===== config.mk =====
export PLATFORM = sky130hd
export DESIGN_NAME = pipelined_tree_adder_sub
export DESIGN_NICKNAME = d
export VERILOG_FILES = /design/src/rtl/pipelined_tree_adder_sub.sv
export SDC_FILE = /design/constraint.sdc
export NUM_CORES = 1
export LEC_CHECK = 0
export ABC_AREA = 1
export BUFFER_PORTS_ARGS = -buffer_cell sky130_fd_sc_hd__buf_4
export CAP_MARGIN = 20
export CELL_PAD_IN_SITES_DETAIL_PLACEMENT = 1
export CELL_PAD_IN_SITES_GLOBAL_PLACEMENT = 1
export CORE_MARGIN = 4
export CORE_UTILIZATION = 46
export CTS_BUF_LIST = sky130_fd_sc_hd__clkbuf_8 sky130_fd_sc_hd__clkbuf_16
export CTS_CLUSTER_SIZE = 30
export DETAILED_ROUTE_END_ITERATION = 7
export HOLD_SLACK_MARGIN = 0.03
export PLACE_DENSITY = 0.8
export SLEW_MARGIN = 20
export SYNTH_ARGS = -nofsm -noshare
export SYNTH_HDL_FRONTEND = slang
export SYNTH_SLANG_ARGS = --single-unit
export TNS_END_PERCENT = 5

===== constraint.sdc =====
create_clock -name clk -period 5.05 [get_ports clk]
set_input_delay 0.2525 -clock clk [delete_from_list [all_inputs] [get_ports clk]]
set_output_delay 0.2525 -clock clk [all_outputs]
set_load 0.01 [all_outputs]

===== src/rtl/pipelined_tree_adder_sub.sv =====
// Pipelined add/subtract over a Brent-Kung prefix tree with carry, overflow, zero and negative flags.
// Latency N_STAGES cycles; out_ready stalls ripple combinationally back to in_ready and bubbles collapse.
module pipelined_tree_adder_sub #(
  parameter int N_BIT      = 32,
  parameter int N_STAGES   = 2,
  parameter bit REG_INPUTS = 1'b0
) (
  input  logic             clk,
  input  logic             rst,
  input  logic             in_valid,
  output logic             in_ready,
  input  logic [N_BIT-1:0] operand_1,
  input  logic [N_BIT-1:0] operand_2,
  input  logic             carry_in,
  input  logic             subtract,
  output logic             out_valid,
  input  logic             out_ready,
  output logic [N_BIT-1:0] sum,
  output logic             carry_out,
  output logic             overflow,
  output logic             zero,
  output logic             negative
);

  localparam int LG      = $clog2(N_BIT);
  localparam int N_OPS   = 2 * LG;
  localparam int N_SEGS  = REG_INPUTS ? N_STAGES - 1 : N_STAGES;
  localparam int SEG_OFS = REG_INPUTS ? 1 : 0;

  // Before the p/g op: p = operand_1, g = operand_2. Afterwards g[i] holds carries[i+1].
  typedef struct packed {
    logic [N_BIT-1:0] p;
    logic [N_BIT-1:0] g;
    logic [N_BIT-1:0] pp;
    logic             ci;
    logic             sub;
  } st_t;

  // Position (ops completed) captured by stage k; surplus ops land on the later stages.
  function automatic int reg_pos(input int k);
    int pos;
    int base;
    int extra;
    pos = 0;
    if (N_SEGS > 0) begin
      base  = N_OPS / N_SEGS;
      extra = N_OPS % N_SEGS;
      for (int s = 0; s <= k - SEG_OFS; s++) begin
        pos += base + ((s >= N_SEGS - extra) ? 1 : 0);
      end
    end
    return pos;
  endfunction

  function automatic int stage_at(input int pos);
    int hit;
    hit = -1;
    for (int k = 0; k < N_STAGES; k++) begin
      if (reg_pos(k) == pos) hit = k;
    end
    return hit;
  endfunction

  logic [N_STAGES-1:0] r_vld;
  logic [N_STAGES-1:0] w_adv;
  logic [N_STAGES-1:0] w_load;

  for (genvar k = 0; k < N_STAGES; k++) begin : g_ctl
    if (k == N_STAGES - 1) begin : g_last
      assign w_adv[k] = out_ready;
    end else begin : g_mid
      assign w_adv[k] = out_ready | ~(&r_vld[N_STAGES-1:k+1]);
    end
    if (k == 0) begin : g_first
      assign w_load[k] = in_valid & in_ready;
    end else begin : g_next
      assign w_load[k] = r_vld[k-1] & w_adv[k-1];
    end
  end

  assign in_ready  = ~r_vld[0] | w_adv[0];
  assign out_valid = r_vld[N_STAGES-1];

  always_ff @(posedge clk) begin
    if (rst) r_vld <= '0;
    else     r_vld <= w_load | (r_vld & ~w_adv);
  end

  for (genvar j = 0; j <= N_OPS; j++) begin : g_pos
    localparam int K = stage_at(j);
    st_t w_y;
    st_t w_z;

    if (j == 0) begin : g_src
      assign w_y = {operand_1, operand_2, {N_BIT{1'b0}}, carry_in, subtract};
    end else if (j == 1) begin : g_pg
      st_t              w_src;
      logic [N_BIT-1:0] w_b;
      logic [N_BIT-1:0] w_hp;
      logic [N_BIT-1:0] w_hg;
      logic             w_c;
      assign w_src  = g_pos[j-1].w_z;
      assign w_b    = w_src.sub ? ~w_src.g : w_src.g;
      assign w_c    = w_src.sub ^ w_src.ci;
      assign w_hp   = w_src.p ^ w_b;
      assign w_hg   = w_src.p & w_b;
      // Folding the effective carry-in into bit 0 makes every prefix G a carry.
      assign w_y.p   = w_hp;
      assign w_y.pp  = w_hp;
      assign w_y.g   = {w_hg[N_BIT-1:1], w_hg[0] | (w_hp[0] & w_c)};
      assign w_y.ci  = w_c;
      assign w_y.sub = 1'b0;
    end else begin : g_lvl
      localparam bit UP   = (j - 1 <= LG);
      localparam int SPAN = UP ? (1 << (j - 2)) : (1 << (N_OPS - j));
      st_t w_src;
      assign w_src   = g_pos[j-1].w_z;
      assign w_y.p   = w_src.p;
      assign w_y.ci  = w_src.ci;
      assign w_y.sub = w_src.sub;
      for (genvar i = 0; i < N_BIT; i++) begin : g_bit
        if (UP ? ((i % (2 * SPAN)) == 2 * SPAN - 1)
               : (((i % (2 * SPAN)) == SPAN - 1) && (i >= 2 * SPAN))) begin : g_node
          assign w_y.g[i]  = w_src.g[i] | (w_src.pp[i] & w_src.g[i-SPAN]);
          assign w_y.pp[i] = w_src.pp[i] & w_src.pp[i-SPAN];
        end else begin : g_pass
          assign w_y.g[i]  = w_src.g[i];
          assign w_y.pp[i] = w_src.pp[i];
        end
      end
    end

    if (K >= 0) begin : g_reg
      st_t r_st;
      always_ff @(posedge clk) begin
        if (w_load[K]) r_st <= w_y;
      end
      assign w_z = r_st;
    end else begin : g_wire
      assign w_z = w_y;
    end
  end

  st_t          w_fin;
  logic [N_BIT:0] w_carries;
  logic         w_unused;

  assign w_fin     = g_pos[N_OPS].w_z;
  assign w_carries = {w_fin.g, w_fin.ci};
  assign w_unused  = ^{w_fin.pp, w_fin.sub};

  assign sum       = w_fin.p ^ w_carries[N_BIT-1:0];
  assign carry_out = w_carries[N_BIT];
  assign overflow  = w_carries[N_BIT] ^ w_carries[N_BIT-1];
  assign zero      = ~|sum;
  assign negative  = sum[N_BIT-1];

endmodule

==> key figures, run 1 <==
Outcome
  – Status: finished clean

GRT
  – Vias in the first global route: 3812
  – Gr ovfl total: 0
  – Initial antenna violation count: 0
  – Largest net degree at the start of global routing: 78
  – First-pass GRT wire length: 19.1 mm
  – Tot GR Track Use: 0.173

Drt
  – WL/cell: 17.1 um
  – DR pass1 iterations: 4
  – Vias per cell: 4.92
  – DR DRC count: 0
  – Initial DRC Count: 175
  – ANT nets after route: 0
  – Detailed Route WL: 12.0 mm
  – Vias: 3456

CTS
  – CTS Buf Count: 17
  – CTS tree: yes
  – Bufs on Longest Clock Path: 2
  – Clk root buf: clkbuf_16
  – CTS resizes: 0
  – Clock sink count: 144
  – Worst skew pair latency: 0.42 ns
  – H-tree depth: 4
  – Clk pin slew, worst setup/hold paths: 0.05 ns

Logic synthesis
  – Avg Inst Size Synth: 15.4 um2
  – Syn_nets: 495
  – Synth unique cells: 26
  – Post-Syn Area: 6060 um2
  – Number of synthesis warnings: 0
  – Seq/Total Area, Yosys: 0.710
  – Cells after synthesis: 393
  – #FFs+latches synth: 144

STA
  – Fin. max-slew vios: 0
  – Setup TNS: 0 ns
  – # setup viols final: 0
  – Layout Skew: 0.00583 ns
  – Fmax: 0.475 GHz
  – Tightest Pin Transition: 0.983 ns
  – Hold WS: 0.100 ns
  – RSZ-0062 raised after global routing: no
  – Tcrit/Tclk final: 0.417
  – Final hold violations: 0
  – Min Tclk post-route: 2.11 ns
  – Max_slew headroom: 0.344

Floorplanning
  – Initial core utilization: 0.474
  – IO Pins: 108
  – Die Wd: 123 um
  – Cell Rows: 41
  – Core area: 12800 um2
  – Die area: 15100 um2
  – Die height: 123 um

Layout
  – Antenna Cells: 0
  – Commonest non-fill, non-tap cell in the layout: edfxtp_1
  – Nets@finish: 619
  – Multi-input combinational cell area: 1630 um2
  – P&R area growth vs syn: 26.7%
  – # fillers: 1200
  – FF/Latch Area: 4300 um2
  – Most frequent cells in the layout: edfxtp_1, buf_4, xor2_1, ha_1, a21o_1
  – Layout cells sized above 1: 0.281

Job
  – # Max-Cap Violations: 0

Placement
  – Port bufs: 107
  – HPWL Detailed: 8.63 mm
  – Routability cong.: 0.818

Worst setup path
  – WP data required: 4.80 ns
  – WS Path Type: register to primary output
  – Crit path DAT: 1.85 ns
  – Crit path max fanout: 2
  – Setup crit end kind: primary output
  – Type of origin of the critical path: register

Power
  – Maximum VDD drop: 0.000237 V
  – LEAKAGE: 3.26 nW
  – Pwr per Cell Area: 406 nW/um2

Hold path
  – Min-Delay Path Class: primary input to register
[final cells by class]
| type | instances | area share |
|---|---|---|
| clock buffer | 17 | 0.0554 |
| clock inverter | 15 | 0.0226 |
| inverter | 27 | 0.0132 |
| multi-input combinational | 217 | 0.212 |
| sequential | 144 | 0.560 |
| tap | 172 | 0.0280 |
| timing repair buffer | 110 | 0.108 |
[final timing paths]
kind                                       startpoint                                 end  slack (ns)  cells after the start
setup / recovery   g_pos[10].g_reg.r_st[39]$_DFFE_PP_                                zero        2.94                      6
hold / removal                               in_valid                 r_vld[0]$_SDFF_PP0_        0.10                      3
setup reg to reg                  r_vld[1]$_SDFF_PP0_   g_pos[5].g_reg.r_st[45]$_DFFE_PP_        3.22                      4
hold reg to reg   g_pos[10].g_lvl.w_src[97]$_DFFE_PP_  g_pos[10].g_reg.r_st[97]$_DFFE_PP_        0.42                      0
[layer usage]
layer | GRT usage | part of all wire | up-vias
met5 | 0 | 0 | -
met4 | 0.0903 | 0.030 | 0
met3 | 0.0429 | 0.039 | 29
met2 | 0.291 | 0.51 | 81
met1 | 0.206 | 0.42 | 1680
li1 | - | - | 1666
[registers in the layout, indices dropped and copies added (netlist names)]
name               cells
carry_out              1
r_vld                  2
g_pos.g_reg.r_st      88
g_pos.g_lvl.w_src     53
[Yosys cell counts]
library cell	instances	area, um2
nor4_1	2	12.5
xor2_1	63	552
a211oi_1	2	15.0
dfxtp_1	2	40.0
buf_4	1	7.51
inv_2	3	11.3
a21oi_1	16	80.1
xnor2_1	2	17.5
edfxtp_1	142	4260
buf_6	1	11.3
buf_2	3	15.0
nand3_1	10	50.1
nor3_1	2	10.0
inv_1	24	90.1
a21oi_2	1	8.76
nor2_1	18	67.6
and2_1	1	6.26
nand4_1	4	25.0
or2_2	1	6.26
a21o_1	29	218
o21ai_0	1	5.00
nand3_2	1	10.0
ha_1	32	400
nand2_2	5	31.3
nand2_1	26	97.6
nand3b_1	1	7.51
[report_power, final]
group          internal (mW)  total (mW)  leakage, nW  switching, mW
clock network          0.812        1.26        0.290          0.449
logic                  0.165       0.363         1.58          0.198
registers               1.45        1.50         1.39         0.0435
[kinds of logic after synthesis]
logic type | count (synthesis) | share of synthesized area
flip-flops | 144 | 0.710
AND/OR/NAND/NOR | 71 | 0.0535
XOR/XNOR | 65 | 0.0940
AO/OA/AOI/OAI | 49 | 0.0539
buffers and inverters | 32 | 0.0223
adder cells (fa/ha/maj) | 32 | 0.0661
[worst max-delay path, cell delays in order, from the launching register on]
cell and delay (ns):
edfxtp_1 0.38, xor2_1 0.19, nor2_1 0.13, nand4_1 0.18, or2_2 0.33, nor2_1 0.10
buf_4 0.12
[metrics by stage]
step,area (um2),instances,setup slack [ns],utilization,power (mW)
after global placement,7070,669,2.95,0.554,1.85
after global routing,7680,702,2.84,0.601,3.26
after CTS,7680,702,2.90,0.601,3.16
after detailed placement,7070,669,2.86,0.554,1.88
final,7680,702,2.94,0.601,3.12
after floorplan,6060,393,0.994,-,1.71
[repair_timing]
| item | 4_1_cts | 5_1_grt |
|---|---|---|
| hold buffers | 1 | 0 |
| endpoints found under the hold margin | 2 | 0 |
| buffers inserted | 0 | 0 |
No activity file was read; power rests on OpenSTA's default activity.
==> run 2, diff against run 1 <==
ABC_AREA = 0   (was 1)
clock period = 2.2 ns   (was 5.05 ns; I/O delays follow)
==> run 2 against run 1 <==
Combinational power grew 140%. Critical endpoint unchanged. Wire length is 12% higher. Core utilization grew 1.9 points. Highest routed layer unchanged. Synthesized area is 1.8% lower. First-iteration DRC count up 23%. Die area decreased by 1.7%. Register-to-register slack got worse by 2.9 ns.
==> key figures, run 2 <==
Floorplanning
  – Die area: 14800 um2 (was 15100 um2)
  – Die Wd: 122 um (was 123 um)
  – Core area: 12600 um2 (was 12800 um2)
  – Die height: 122 um (was 123 um)
  – Cell Rows: 41 (unchanged)
  – Initial core utilization: 0.471 (was 0.474)
  – IO Pins: 108 (unchanged)

Logic synthesis
  – Post-synth top area cell: edfxtp_1 (unchanged)
  – #FFs+latches synth: 144 (unchanged)
  – Syn_nets: 448 (was 495)
  – Avg Inst Size Synth: 17.2 um2 (was 15.4 um2)
  – Synth unique cells: 24 (was 26)
  – Post-Syn Area: 5950 um2 (was 6060 um2)
  – Number of synthesized flops with an enable pin: 142 (unchanged)
  – Synth top cells by count: edfxtp_1, xor2_1, a21o_1 (was edfxtp_1, xor2_1, ha_1)
  – Top cells by area, synth: edfxtp_1, xor2_1, ha_1, a21o_1, and2_1 (was edfxtp_1, xor2_1, ha_1, a21o_1, nand2_1)
  – Seq/Total Area, Yosys: 0.724 (was 0.710)
  – Main synth FF type: edfxtp_1 (unchanged)
  – Share of the synthesized area in the top cell type: 0.717 (was 0.704)
  – Number of synthesis warnings: 0 (unchanged)
  – Cells after synthesis: 346 (was 393)
  – Post-synth ARST share: 0 (unchanged)
  – Top-count cell post-synth: edfxtp_1 (unchanged)

Worst setup path
  – Crit path DAT: 1.95 ns (was 1.85 ns)
  – WS Path Type: register to primary output (unchanged)
  – WP data required: 2.09 ns (was 4.80 ns)
  – Type of origin of the critical path: register (unchanged)
  – Setup crit end kind: primary output (unchanged)
  – Crit path max fanout: 2 (unchanged)

Drt
  – Highest Signal Layer: met4 (unchanged)
  – Met3 wire len: 628 um (was 467 um)
  – DRT met1 WL: 5.43 mm (was 5.01 mm)
  – DR pass1 iterations: 6 (was 4)
  – Vias: 3374 (was 3456)
  – Vias per cell: 5.01 (was 4.92)
  – WL/cell: 20.1 um (was 17.1 um)
  – ANT nets after route: 0 (unchanged)
  – WL met2: 7.22 mm (was 6.16 mm)
  – Initial DRC Count: 216 (was 175)
  – DR DRC count: 0 (unchanged)
  – Detailed Route WL: 13.5 mm (was 12.0 mm)

Power
  – Clk pwr share: 0.427 (was 0.404)
  – Comb pwr share: 0.116 (about the same)
  – LEAKAGE: 3.25 nW (was 3.26 nW)
  – Flop pwr share: 0.457 (was 0.479)
  – Pwr per Cell Area: 960 nW/um2 (was 406 nW/um2)
  – P_int: 5.86 mW (was 2.43 mW)
  – Tot Pwr: 7.51 mW (was 3.12 mW)
  – Switch share: 0.219 (was 0.221)
  – P_sw: 1.65 mW (was 0.691 mW)
  – Maximum VDD drop: 0.000517 V (was 0.000237 V)

Outcome
  – Status: finished clean (unchanged)

CTS
  – Clock sink count: 144 (unchanged)
  – Clk pin slew, worst setup/hold paths: 0.06 ns (was 0.05 ns)
  – Clk root buf: clkbuf_16 (unchanged)
  – Worst skew pair latency: 0.42 ns (about the same)
  – H-tree depth: 4 (unchanged)
  – Bufs on Longest Clock Path: 2 (unchanged)
  – CTS tree: yes (unchanged)
  – # Post-CTS Setup Buffers: 0 (unchanged)
  – CTS Buf Count: 17 (unchanged)

Layout
  – Antenna Cells: 0 (unchanged)
  – FF/Latch Area: 4300 um2 (unchanged)
  – Multi-input combinational cell area: 1610 um2 (was 1630 um2)
  – Post-route insts no fill: 673 (was 702)
  – # fillers: 1165 (was 1200)
  – Layout cells sized above 1: 0.291 (was 0.281)
  – P&R area growth vs syn: 31.5% (was 26.7%)
  – Most frequent cells in the layout: edfxtp_1, buf_4, xor2_1, a21o_1, ha_1 (was edfxtp_1, buf_4, xor2_1, ha_1, a21o_1)
  – Util after Layout: 0.620 (was 0.601)
  – Nets@finish: 590 (was 619)
  – Largest Register: g_pos.g_reg.r_st (unchanged)
  – Finished Cell Area: 7820 um2 (was 7680 um2)
  – Max FFs per register: 88 (unchanged)
  – Commonest non-fill, non-tap cell in the layout: edfxtp_1 (unchanged)

GRT
  – Tot GR Track Use: 0.195 (was 0.173)
  – Gr ovfl total: 0 (unchanged)
  – Initial antenna violation count: 0 (unchanged)
  – First-pass GRT wire length: 21.0 mm (was 19.1 mm)
  – Vias in the first global route: 3716 (was 3812)
  – Largest net degree at the start of global routing: 78 (unchanged)

Job
  – # Max-Cap Violations: 0 (unchanged)

STA
  – Fmax: 0.486 GHz
  – Min Tclk post-route: 2.06 ns
  – Layout Skew: 0.00577 ns (was 0.00583 ns)
  – Max_slew headroom: 0.322 (was 0.344)
  – Tcrit/Tclk final: 0.935
  – Fin. max-slew vios: 0 (unchanged)
  – Final hold violations: 0 (unchanged)
  – Hold WS: 0.0475 ns (was 0.100 ns)
  – Setup TNS: 0 ns (unchanged)
  – Tightest Pin Transition: 1.02 ns (was 0.983 ns)
  – # setup viols final: 0 (unchanged)
  – RSZ-0062 raised after global routing: no (unchanged)
  – Post-route setup slack: 0.143 ns (was 2.94 ns)

Placement
  – Place WS: -0.0211 ns (was 2.86 ns)
  – HPWL Detailed: 9.64 mm (was 8.63 mm)
  – Placed cell area: 7000 um2 (was 7070 um2)
  – Routability cong.: 0.863 (was 0.818)
  – Placed cell count: 626 (was 669)
  – Port bufs: 107 (unchanged)

Hold path
  – Min-Delay Path Class: primary input to register (unchanged)
-- run 2: changes by cell type after synthesis, sizes merged, moves of 7 or more --
cell   change
nand2     -25
nor2      -12
a21oi     -10
and2       +7
a21o      +11
inv       -24
-- run 2: kinds of logic (layout without fill, tap and decap cells) --
family,Yosys count,count (layout),share of synthesized area
buffers and inverters,8,163,0.00694
AO/OA/AOI/OAI,55,55,0.0675
flip-flops,144,144,0.724
XOR/XNOR,66,66,0.0972
adder cells (fa/ha/maj),32,32,0.0673
AND/OR/NAND/NOR,41,41,0.0374
-- run 2: timing repair --
item                                   4_1_cts  5_1_grt
hold buffers                                15        0
endpoints found under the hold margin       15        0
resized for setup                            0        0
-- run 2: path summary, 6_finish.rpt --
check,startpoint,endpoint,slack (ns),cells after the start
setup / recovery,g_pos[10].g_reg.r_st[43]$_DFFE_PP_,zero,0.14,6
hold / removal,operand_1[29],g_pos[10].g_lvl.w_src[95]$_DFFE_PP_,0.05,2
setup reg to reg,r_vld[1]$_SDFF_PP0_,g_pos[5].g_reg.r_st[21]$_DFFE_PP_,0.35,3
hold reg to reg,g_pos[10].g_lvl.w_src[89]$_DFFE_PP_,g_pos[10].g_reg.r_st[89]$_DFFE_PP_,0.42,0
-- run 2: final cells by class --
| type | count | area share |
|---|---|---|
| clock buffer | 17 | 0.0544 |
| clock inverter | 15 | 0.0309 |
| inverter | 3 | 0.00144 |
| multi-input combinational | 194 | 0.206 |
| sequential | 144 | 0.550 |
| tap | 172 | 0.0275 |
| timing repair buffer | 128 | 0.129 |
-- run 2: worst max-delay path, stage by stage, from the launching register on --
cell,delay [ns]
edfxtp_1,0.37
xor2_1,0.20
nor4_1,0.32
buf_4,0.18
nand4_1,0.17
nor2_1,0.15
buf_4,0.13
-- run 2: layer usage --
metal | up-vias | global-route usage
met5 | - | 0
met4 | 0 | 0.0735
met3 | 17 | 0.0529
met2 | 86 | 0.340
met1 | 1667 | 0.232
li1 | 1604 | -
-- run 2: power groups by stage --
| stage | logic [mW] | clock network [mW] | registers [mW] |
|---|---|---|---|
| 2_1_floorplan | 0.448 | 0 | 3.45 |
| 3_3_place_gp | 0.795 | 0 | 3.46 |
| 3_5_place_dp | 0.846 | 0 | 3.49 |
| 4_1_cts | 0.885 | 3.26 | 3.44 |
| 5_1_grt | 0.965 | 3.39 | 3.45 |
| 6_report | 0.873 | 3.20 | 3.43 |
